File: config.mk
export PLATFORM = sky130hd
export DESIGN_NAME = aes_decrypt_scheduler
export DESIGN_NICKNAME = d
export VERILOG_FILES = /design/src/rtl/aes_decrypt_scheduler.sv
export SDC_FILE = /design/constraint.sdc
export NUM_CORES = 1
export LEC_CHECK = 0
export BUFFER_PORTS_ARGS = -buffer_cell sky130_fd_sc_hd__buf_2
export CAP_MARGIN = 20
export CORE_AREA = 2 2 189 191
export DETAILED_ROUTE_END_ITERATION = 12
export DIE_AREA = 0 0 191 193
export GPL_TIMING_DRIVEN = 0
export PLACE_DENSITY = 0.58
export SYNTH_ARGS = -nofsm -noshare
export SYNTH_HDL_FRONTEND = slang
export SYNTH_SLANG_ARGS = --single-unit
File: constraint.sdc
create_clock -name clk -period 10.1 [get_ports clk]
set_clock_uncertainty 0.05 [all_clocks]
set_input_delay 0.505 -clock clk [delete_from_list [all_inputs] [get_ports clk]]
set_output_delay 0.505 -clock clk [all_outputs]
set_load 0.02 [all_outputs]
File: src/rtl/aes_decrypt_scheduler.sv
// aes_decrypt_scheduler
//   Collects 16 received ciphertext bytes into a 128-bit block, launches the
//   decrypt core, waits for its result and streams the plaintext back out
//   byte by byte over a valid/ready transmitter handshake.
//
//   Optional feature: define AES_SCHED_TIMEOUT_EN to abort a WAIT that lasts
//   TIMEOUT_CYCLES cycles without core_done (sets sticky err_timeout). Without
//   the macro WAIT waits forever and err_timeout is tied to 0.
//
// Ports
//   clk, rst          clock, asynchronous active-high reset
//   rx_valid/rx_byte  incoming ciphertext byte strobe
//   core_start        one-cycle launch pulse for the decrypt core
//   core_data         assembled ciphertext block (first byte in [127:120])
//   core_done/result  decrypt core completion strobe and plaintext
//   tx_ready/valid/byte  plaintext byte output handshake
//   busy              high in every state except COLLECT
//   overrun           sticky: a byte arrived while not collecting
//   err_timeout       sticky: core did not finish in time
//   block_count       fully transmitted blocks (wraps)
module aes_decrypt_scheduler #(
  parameter int TIMEOUT_CYCLES = 2000000
) (
  input  logic         clk,
  input  logic         rst,
  input  logic         rx_valid,
  input  logic [7:0]   rx_byte,
  output logic         core_start,
  output logic [127:0] core_data,
  input  logic         core_done,
  input  logic [127:0] core_result,
  input  logic         tx_ready,
  output logic         tx_valid,
  output logic [7:0]   tx_byte,
  output logic         busy,
  output logic         overrun,
  output logic         err_timeout,
  output logic [15:0]  block_count
);

  localparam logic [1:0] S_COLLECT = 2'd0;
  localparam logic [1:0] S_START   = 2'd1;
  localparam logic [1:0] S_WAIT    = 2'd2;
  localparam logic [1:0] S_SEND    = 2'd3;

  logic [1:0]   state;
  logic [3:0]   byte_idx;
  logic [3:0]   tx_idx;
  logic [127:0] result_q;
  logic         expire;

  // Status outputs decode straight from state so a reset is visible at once.
  assign core_start = (state == S_START);
  assign tx_valid   = (state == S_SEND);
  assign busy       = (state != S_COLLECT);
  // The result register shifts left on each transfer; the head byte is out.
  assign tx_byte    = result_q[127:120];

`ifdef AES_SCHED_TIMEOUT_EN
  logic [31:0] to_cnt;
  logic        err_q;

  // to_cnt is 0 in the first WAIT cycle, so the TIMEOUT_CYCLES-th WAIT
  // cycle is the last one; core_done in that cycle still wins.
  assign expire      = (state == S_WAIT) && (to_cnt == 32'(TIMEOUT_CYCLES - 1));
  assign err_timeout = err_q;

  always_ff @(posedge clk or posedge rst) begin
    if (rst) begin
      to_cnt <= '0;
      err_q  <= 1'b0;
    end else begin
      if (state == S_START)     to_cnt <= '0;
      else if (state == S_WAIT) to_cnt <= to_cnt + 32'd1;
      if (expire && !core_done) err_q <= 1'b1;
    end
  end
`else
  assign expire      = 1'b0;
  assign err_timeout = 1'b0;
  if (TIMEOUT_CYCLES < 1) begin : g_timeout_unused
  end
`endif

  always_ff @(posedge clk or posedge rst) begin
    if (rst) begin
      state       <= S_COLLECT;
      byte_idx    <= '0;
      tx_idx      <= '0;
      core_data   <= '0;
      result_q    <= '0;
      overrun     <= 1'b0;
      block_count <= '0;
    end else begin
      case (state)
        S_COLLECT: begin
          if (rx_valid) begin
            core_data <= {core_data[119:0], rx_byte};
            byte_idx  <= byte_idx + 4'd1;   // wraps to 0 after the 16th byte
            if (byte_idx == 4'd15) state <= S_START;
          end
        end
        S_START: state <= S_WAIT;
        S_WAIT: begin
          if (core_done) begin
            result_q <= core_result;
            tx_idx   <= '0;
            state    <= S_SEND;
          end else if (expire) begin
            byte_idx <= '0;
            state    <= S_COLLECT;
          end
        end
        S_SEND: begin
          if (tx_ready) begin
            result_q <= {result_q[119:0], 8'h00};
            tx_idx   <= tx_idx + 4'd1;
            if (tx_idx == 4'd15) begin
              block_count <= block_count + 16'd1;
              byte_idx    <= '0;
              state       <= S_COLLECT;
            end
          end
        end
        default: state <= S_COLLECT;
      endcase
      // Bytes outside COLLECT are dropped; byte_idx is left alone.
      if (rx_valid && state != S_COLLECT) overrun <= 1'b1;
    end
  end

endmodule

==> impl_metrics.csv, run 1 <==
group,metric,value,unit
final_layout,syn_to_final_growth,25.9,%
floorplan,start_util,0.343,
placement,placed_area,14100,µm²
worst_setup_path,rrSetupSlack,7.68,ns
worst_setup_path,crit_arrival,2.77,ns
routing,via_count,8157,
flow_run,cap_violations,0,
logic_synthesis,syn_nets,1092,
timing,period_minus_slack,2.42,ns
timing,slew_viol_final,0,
worst_setup_path,path_max_fanout,10,
worst_setup_path,worstPathRequired,10.46,ns
floorplan,die_area,36900,µm²
clock_tree,cts_tree,"done",
final_layout,drive_gt1_frac,0.410,
routing,postRouteAntennaNets,0,
timing,tightest_slew,0.670,ns
logic_synthesis,netlist_top_cells_count,"dfrtp_1 (283), mux2_2 (130), nand2_1 (128)",
routing,firstDrtPassIters,5,
min_path,hp-class,"primary input to async pin",
global_route,antenna_found_initial,3,
routing,drt-total-wl,29.2,mm
logic_synthesis,syn_avg_cell_area,12.7,µm²
worst_setup_path,r2r_cells,8,
clock_tree,clk_pin_slew_worst_paths,0.06,ns
timing,finalSetupViolCount,0,
clock_tree,cts_resized,0,
routing,wire_per_inst,16.6,µm
worst_setup_path,path_class,"flop to flop",
worst_setup_path,critPathMaxStageDelay,0.42,ns
logic_synthesis,syn_inst,943,
final_layout,nets,1423,
logic_synthesis,yosysUniqueCellTypes,40,
clock_tree,clock_path_buffers,3,
worst_setup_path,start_kind,"flop",
clock_tree,cts_setup_buffers,0,
logic_synthesis,ys_seq_elements,283,
routing,drc,0,
logic_synthesis,synth_area,12000,µm²
worst_setup_path,slowest_stage,"dfrtp_1",
global_route,grt_max_degree,100,
global_route,grt_pass1_wl,44.7,mm
worst_setup_path,reg2reg_from,"state[0]",
clock_tree,clock_latency,0.55,ns
floorplan,core_area,35000,µm²
worst_setup_path,crit_end,"result_q[13]",
logic_synthesis,yosys_warnings,0,
global_route,grt_use_total,0.153,
logic_synthesis,synth_area_leaders,"dfrtp_1 (59%), mux2_2 (12%), mux2i_1 (10%)",
worst_setup_path,worst_r2r_endpoint,"result_q[13]",
placement,dpl.hpwl,21.6,mm
logic_synthesis,ys_async_sr_fraction,1.00,
timing,worst_slack,7.68,ns
timing,min_period_over_period,0.239,
power_and_ir_drop,ir_worst_vdd,0.186,mV
run_status,status,"completed",
logic_synthesis,synth.most_common_cell,"dfrtp_1",
global_route,overflow,0,
timing,hold_violations,0,
timing,grt_setup_unrepaired,"no",
placement,pre_cts_slack,7.68,ns
placement,place_congestion,0.748,
timing,slew_headroom,0.554,
clock_tree,htreeDepth,1,
global_route,grt_pass1_vias,8105,
power_and_ir_drop,powerDensity,344,nW/µm²
worst_setup_path,critPathCaptureType,"flop",
logic_synthesis,synth_ff_type,"dfrtp_1",
clock_tree,clock_sinks,283,
floorplan,fp-row-count,69,
final_layout,final_cell_area,15100,µm²
clock_tree,cts_root_buf,"clkbuf_16",
logic_synthesis,synth_top_area_share,0.591,
routing,drt-vias-per-instance,4.64,
worst_setup_path,crit_path_cell_trace,"inv_1, ha_1, mux2i_1, or2_1, buf_2, buf_6, buf_1, o21ai_1",
clock_tree,cts_hold_buf,0,
final_layout,n_fill_cell,3378,
floorplan,die_width,191,µm
power_and_ir_drop,p_leak,0.00734,µW
logic_synthesis,synth_edf_count,0,
logic_synthesis,seq_area_frac_synth,0.591,
routing,drtIter0Drc,280,
logic_synthesis,post-synth-top-area-cell,"dfrtp_1",
floorplan,fp.dieH,193,µm
timing,max_freq,0.414,GHz
clock_tree,cts_buffers,31,
worst_setup_path,crit_start,"state[0]",
placement,placement.io_buffers,296,
floorplan,ios,298,
==> final cells by class <==
cell class              count  area, µm²  area share
flip-flops and latches    283       7080       0.469
clock buffers              48        920      0.0609
inverters                   8       37.5     0.00249
repair buffers            298       1540       0.102
plain buffers              67        432      0.0286
well taps                 461        577      0.0382
diodes                      2       5.00    0.000332
clock inverters             5       56.3     0.00373
multi-input cells         585       4440       0.295
==> sequential cells by signal, indices dropped and copies added, names as in the netlist <==
signal / count
block_count: 16
overrun: 1
state: 2
byte_idx: 4
core_data: 128
tx_idx: 4
result_q: 128
==> cell usage in the layout, fill, tap and decap left out, types with 2 or more instances in the layout <==
cell	instances
nor2_1	7
nand2_1	128
nor2b_1	3
xnor2_1	14
clkbuf_16	31
a22o_1	9
ha_1	8
buf_16	2
dfrtp_1	283
a21o_1	2
clkbuf_1	23
mux2i_1	124
o21ai_0	4
mux2_2	130
clkbuf_8	8
o21ai_1	120
xor2_1	3
buf_6	15
diode_2	2
nand3_1	7
a211oi_2	2
clkinv_2	2
nand4_1	6
inv_1	7
buf_1	2
buf_2	323
buf_4	9
==> how the worst min path moves through the flow <==
stage                     from         endpoint  slack [ns]  cells past startpoint
5_1_grt                    rst    core_data[61]        0.04                      2
2_1_floorplan      byte_idx[3]      byte_idx[3]        0.40                      1
3_3_place_gp   block_count[15]  block_count[15]        0.41                      1
3_5_place_dp           overrun          overrun        0.40                      1
6_report                   rst    core_data[61]        0.02                      2
4_1_cts                    rst    core_data[53]        0.02                      2
==> routing by layer <==
metal / vias up / part of all wire / track usage
met4: 2 / 0.019 / 0.0376
met1: 3964 / 0.45 / 0.205
met2: 197 / 0.48 / 0.254
li1: 3953 / - / -
met5: - / 0.00045 / 0
met3: 41 / 0.055 / 0.0299
==> report_power, final <==
part	leakage, µW	internal [µW]	total (µW)	switching (µW)
sequential	0.00356	1640	1960	312
combinational	0.00330	928	2150	1220
clock	0.000477	644	1090	444
==> stage by stage <==
stage	TNS (ns)	instances	utilization	total power, µW	hold slack, ns
3_5_place_dp	0	1702	0.404	4170	0.402
5_1_grt	0	1756	0.431	5560	0.0423
3_3_place_gp	-488.65	1700	0.402	4110	0.408
4_1_cts	0	1755	0.431	5280	0.0204
2_1_floorplan	0	943	-	3470	0.402
6_report	0	1757	0.432	5200	0.0228
==> critical path, delay by kind of cell, from the launching register on <==
| family | cells | cell delay (ns) |
|---|---|---|
| buffers and inverters | 4 | 0.90 |
| DFF | 1 | 0.42 |
| and+or+nand+nor | 1 | 0.15 |
| muxes | 1 | 0.35 |
| AOI/OAI and AO/OA | 1 | 0.15 |
| adders and majority gates | 1 | 0.25 |
==> cells by family after synthesis <==
kind of cell / share of synthesized area
other: 0.000313
DFF: 0.591
adders and majority gates: 0.00835
xor gates and xnor gates: 0.0124
and+or+nand+nor: 0.0573
AOI/OAI and AO/OA: 0.0667
buffers and inverters: 0.0385
muxes: 0.226
Note: power is estimated with default switching activity, not from simulation.
==> inputs of run 2 (changes only) <==
==> constraint.sdc (replaced) <==
create_clock -name clk -period 2.3 [get_ports clk]
set_clock_uncertainty 0.05 [all_clocks]
set_input_delay 0.115 -clock clk [delete_from_list [all_inputs] [get_ports clk]]
set_output_delay 0.115 -clock clk [all_outputs]
set_load 0.02 [all_outputs]
==> run 2 against run 1 <==
Largest power group unchanged. Power rose to 4.6 times the previous value. First-iteration DRC count rose by 7.9%. Worst hold slack better by 0.015 ns. Largest cell class unchanged.
==> impl_metrics.csv, run 2 (synthesis results as in run 1) <==
group,metric,value,unit
run_status,status,"completed",
worst_setup_path,critPathCaptureType,"flop",
floorplan,die_area,36900,µm²
final_layout,diodes,0,
global_route,grt_pass1_vias,9138,
floorplan,start_util,0.343,
power_and_ir_drop,p_sw_frac,0.372,
placement,dpl.hpwl,22.0,mm
power_and_ir_drop,clock_power_share,0.228,
timing,tightest_slew,0.628,ns
worst_setup_path,critPathMaxStageDelay,0.43,ns
worst_setup_path,path_buf_inv,5,
final_layout,drive_gt1_frac,0.386,
min_path,hp-class,"primary input to flop",
floorplan,die_width,191,µm
placement,place_congestion,0.760,
routing,wire_per_inst,16.1,µm
worst_setup_path,start_kind,"flop",
power_and_ir_drop,p_leak,0.00808,µW
worst_setup_path,slowest_stage,"dfrtp_1",
final_layout,n_fill_cell,3200,
worst_setup_path,path_class,"flop to flop",
clock_tree,clock_latency,0.49,ns
timing,period_minus_slack,2.18,ns
routing,via_count,8767,
global_route,met1_usage,0.214,
worst_setup_path,crit_arrival,2.49,ns
clock_tree,htreeDepth,2,
timing,min_period_over_period,0.950,
timing,slew_headroom,0.582,
worst_setup_path,worstPathRequired,2.61,ns
global_route,grt_use_met2,0.278,
final_layout,instances_no_fill,1908,
final_layout,nets,1571,
final_layout,multi_input_area,4450,µm²
global_route,grt_pass1_wl,48.3,mm
worst_setup_path,path_max_fanout,10,
floorplan,fp.dieH,193,µm
global_route,grt_use_total,0.165,
timing,grt_setup_unrepaired,"no",
final_layout,top_regs,"core_data (128), result_q (128), block_count (16)",
timing,worst_hold_slack,0.0374,ns
routing,firstDrtPassIters,4,
global_route,top_usage_layer,"met2",
power_and_ir_drop,ir_worst_vdd,0.842,mV
power_and_ir_drop,seq_power_share,0.362,
global_route,antenna_found_initial,0,
power_and_ir_drop,p_switching,8830,µW
worst_setup_path,crit_path_cell_trace,"ha_1, buf_2, nor2b_2, or2_1, buf_2, buf_8, buf_8, buf_6, nand2_1, o21ai_1",
clock_tree,clock_path_buffers,3,
final_layout,final_core_util,0.480,
clock_tree,clk_pin_slew_worst_paths,0.06,ns
power_and_ir_drop,powerDensity,1410,nW/µm²
worst_setup_path,critPathTopFamily,"buffers and inverters",
floorplan,fp-row-count,69,
final_layout,syn_to_final_growth,40.1,%
timing,slew_viol_final,0,
floorplan,ios,298,
timing,hold_violations,0,
routing,drtIter0Drc,302,
clock_tree,cts_root_buf,"clkbuf_16",
routing,drt-vias-per-instance,4.59,
clock_tree,cts_buffers,34,
global_route,grt_max_degree,41,
routing,drc,0,
flow_run,cap_violations,0,
routing,postRouteAntennaNets,0,
clock_tree,cts_tree,"done",
final_layout,layout_commonest_cell,"buf_2",
power_and_ir_drop,p_comb_frac,0.410,
power_and_ir_drop,internal_power,14900,µW
timing,max_freq,0.458,GHz
clock_tree,clock_sinks,283,
final_layout,final_cell_mix,"buf_2 (324), dfrtp_1 (283), dlygate4sd3_1 (139)",
placement,placement.io_buffers,296,
global_route,use_met3,0.0302,
timing,finalSetupViolCount,0,
final_layout,seqCellArea,7080,µm²
floorplan,core_area,35000,µm²
placement,dp.cells,1708,
routing,drt-total-wl,30.8,mm
global_route,overflow,0,
run 2: layout make-up:
| type | count | share of cell area |
|---|---|---|
| Sequential cell | 283 | 0.422 |
| Multi-Input combinational cell | 585 | 0.265 |
| Timing Repair Buffer | 444 | 0.181 |
| Clock buffer | 53 | 0.0629 |
| Tap cell | 461 | 0.0344 |
| Buffer | 66 | 0.0268 |
| Clock inverter | 8 | 0.00596 |
| Inverter | 8 | 0.00201 |
run 2: metrics by stage:
step | setup TNS, ns | cell area [µm²] | total power, µW | setup slack [ns]
after detailed placement | -6.83 | 14200 | 18300 | -0.160
after global placement | -994.02 | 14000 | 18000 | -3.53
after CTS | 0 | 16800 | 24100 | 0.0537
after global routing | 0 | 16800 | 25400 | 0.0123
after floorplan | -456.84 | 12000 | 15200 | -1.61
final | 0 | 16800 | 23700 | 0.116
run 2: worst paths after layout:
| path | start | end | slack [ns] | cells after the start |
|---|---|---|---|---|
| worst max-delay path | state[0] | result_q[38] | 0.12 | 10 |
| worst min-delay path | tx_ready | block_count[0] | 0.04 | 4 |
| worst min register to register | overrun | overrun | 0.42 | 1 |
| max in group asynchronous | rst | result_q[122] | 1.15 | 5 |
| worst max register to register | state[0] | result_q[38] | 0.12 | 10 |
| min in group asynchronous | rst | core_data[63] | 0.20 | 3 |
run 2: power by group through the flow:
stage                     Clock, µW  Sequential (µW)  Combinational [µW]
after global routing           5820             8910               10700
final                          5420             8590                9730
after floorplan                   0             9650                5580
after global placement            0             8610                9440
after detailed placement          0             8690                9600
after CTS                      5590             8610                9850
run 2: layer usage:
layer,up-vias,share of wire
li1,4235,-
met1,4249,0.44
met2,233,0.48
met3,50,0.050
met4,0,0.027
met5,-,0
run 2: repair_timing:
action                                  4_1_cts  5_1_grt
resized for setup                            10        7
hold buffers                                139        0
buffers inserted                              1        0
endpoints found under the setup margin      128      184
pin swaps                                     0        0
endpoints found under the hold margin       180        0
run 2: worst min-delay path, delay by kind of cell:
family	cells	cell delay, ns
xor gates and xnor gates	1	0.12
and+or+nand+nor	2	0.14
buffers and inverters	1	0.16
==> inputs of run 3 (changes only) <==
--- a/config.mk
+++ b/config.mk
@@ -11,7 +11,7 @@
 export DETAILED_ROUTE_END_ITERATION = 12
 export DIE_AREA = 0 0 191 193
 export GPL_TIMING_DRIVEN = 0
-export PLACE_DENSITY = 0.58
+export PLACE_DENSITY_LB_ADDON = 0.05
 export SYNTH_ARGS = -nofsm -noshare
 export SYNTH_HDL_FRONTEND = slang
 export SYNTH_SLANG_ARGS = --single-unit
==> run 3 against run 2 <==
Sequential power about the same. Register-to-register slack better by 0.04 ns. Critical path type unchanged. Critical path depth decreased by 4. Cell area grew 0.13%. Largest power group unchanged. Combinational power hardly changed. Count of clock-buffer cells in the layout increased by 1.
==> impl_metrics.csv, run 3 (synthesis results as in run 1) <==
group,metric,value,unit
final_layout,final_core_util,0.481,
power_and_ir_drop,p_leak,0.00809,µW
timing,hold_violations,0,
worst_setup_path,crit_path_cell_trace,"inv_1, ha_1, nand2_1, clkbuf_1, buf_2, mux2_2",
timing,max_freq,0.466,GHz
placement,placed_area,14200,µm²
routing,drtIter0Drc,188,
final_layout,n_fill_cell,3308,
clock_tree,cts_root_buf,"clkbuf_16",
run_status,status,"completed",
final_layout,instances_no_fill,1910,
global_route,grt_max_degree,40,
routing,via_count,8687,
timing,slew_viol_final,0,
worst_setup_path,path_class,"flop to flop",
final_layout,nets,1573,
clock_tree,clock_latency,0.50,ns
routing,drt-vias-per-instance,4.55,
placement,dpl.hpwl,22.5,mm
timing,grt_setup_unrepaired,"yes",
worst_setup_path,start_kind,"flop",
timing,finalSetupViolCount,0,
floorplan,start_util,0.343,
routing,postRouteAntennaNets,0,
worst_setup_path,path_max_fanout,10,
global_route,grt_use_total,0.170,
timing,final.setup.tns,0,ns
flow_run,cap_violations,0,
power_and_ir_drop,ir_worst_vdd,0.657,mV
global_route,overflow,0,
floorplan,fp-row-count,69,
clock_tree,cts_buffers,35,
timing,min_period_over_period,0.934,
final_layout,seqCellArea,7080,µm²
floorplan,fp.dieH,193,µm
min_path,hp-class,"primary input to flop",
clock_tree,cts_tree,"done",
timing,slew_headroom,0.648,
floorplan,core_area,35000,µm²
final_layout,multi_input_area,4480,µm²
clock_tree,clk_pin_slew_worst_paths,0.06,ns
timing,worst_hold_slack,0.0476,ns
worst_setup_path,critPathCaptureType,"flop",
power_and_ir_drop,powerDensity,1410,nW/µm²
final_layout,drive_gt1_frac,0.385,
worst_setup_path,worstPathRequired,2.64,ns
floorplan,die_area,36900,µm²
clock_tree,htreeDepth,2,
final_layout,final_cell_area,16800,µm²
worst_setup_path,crit_arrival,2.48,ns
final_layout,top_regs,"core_data (128), result_q (128), block_count (16)",
clock_tree,clock_sinks,283,
routing,firstDrtPassIters,4,
floorplan,die_width,191,µm
global_route,grt_pass1_vias,8971,
floorplan,ios,298,
global_route,grt_pass1_wl,49.7,mm
worst_setup_path,critPathMaxStageDelay,0.41,ns
final_layout,layout_commonest_cell,"buf_2",
placement,placement.io_buffers,296,
routing,drt-total-wl,31.4,mm
global_route,antenna_found_initial,2,
routing,drc,0,
timing,period_minus_slack,2.15,ns
timing,tightest_slew,0.529,ns
placement,dp.cells,1708,
final_layout,syn_to_final_growth,40.2,%
routing,wire_per_inst,16.4,µm
final_layout,final_cell_mix,"buf_2 (323), dfrtp_1 (283), dlygate4sd3_1 (139)",
placement,place_congestion,0.766,
worst_setup_path,slowest_stage,"dfrtp_1",
clock_tree,clock_path_buffers,3,
## run 3: metal layers
layer	GRT usage	part of all wire
met1	0.227	0.45
met2	0.282	0.47
met3	0.0331	0.048
met4	0.0492	0.024
met5	0	0
## run 3: path summary, 6_finish.rpt
path	start	to	slack [ns]	depth (start not counted)
min reg2reg	block_count[15]	block_count[15]	0.41	1
max in group asynchronous	rst	result_q[39]	0.80	7
max reg2reg	state[0]	core_data[11]	0.15	6
max	state[0]	core_data[11]	0.15	6
min in group asynchronous	rst	core_data[78]	0.15	3
min	tx_ready	block_count[0]	0.05	4
## run 3: worst max-delay path, delay by kind of cell (launching register included)
family        cells  cell delay, ns
buf+inv           3            0.82
simple gates      1            0.10
flops             1            0.41
fa+ha+maj         1            0.28
mux               1            0.37
## run 3: layout make-up
| cell class | instances | area share |
|---|---|---|
| Antenna cell | 2 | 0.000298 |
| Sequential cell | 283 | 0.421 |
| Clock buffer | 54 | 0.0630 |
| Timing Repair Buffer | 445 | 0.181 |
| Clock inverter | 6 | 0.00499 |
| Multi-Input combinational cell | 585 | 0.266 |
| Tap cell | 461 | 0.0343 |
| Inverter | 8 | 0.00201 |
| Buffer | 66 | 0.0266 |
## run 3: metrics by stage
stage          worst slack [ns]  total power [µW]
3_5_place_dp            -0.0986             18300
2_1_floorplan             -1.61             15200
4_1_cts                  0.0265             24100
6_report                  0.153             23700
3_3_place_gp              -3.78             18100
5_1_grt                 -0.0563             25500
## run 3: timing repair
action                                  4_1_cts  5_1_grt
gates resized for setup                      10        8
hold buffers                                139        0
endpoints found under the setup margin       88      130
pin swaps                                     0        0
hold endpoints to repair                    224        0
buffers inserted                              0        2
## run 3: power breakdown
| part | internal [µW] | switching (µW) | total (µW) |
|---|---|---|---|
| Combinational | 4340 | 5390 | 9730 |
| Sequential | 7220 | 1350 | 8570 |
| Clock | 3380 | 2060 | 5440 |
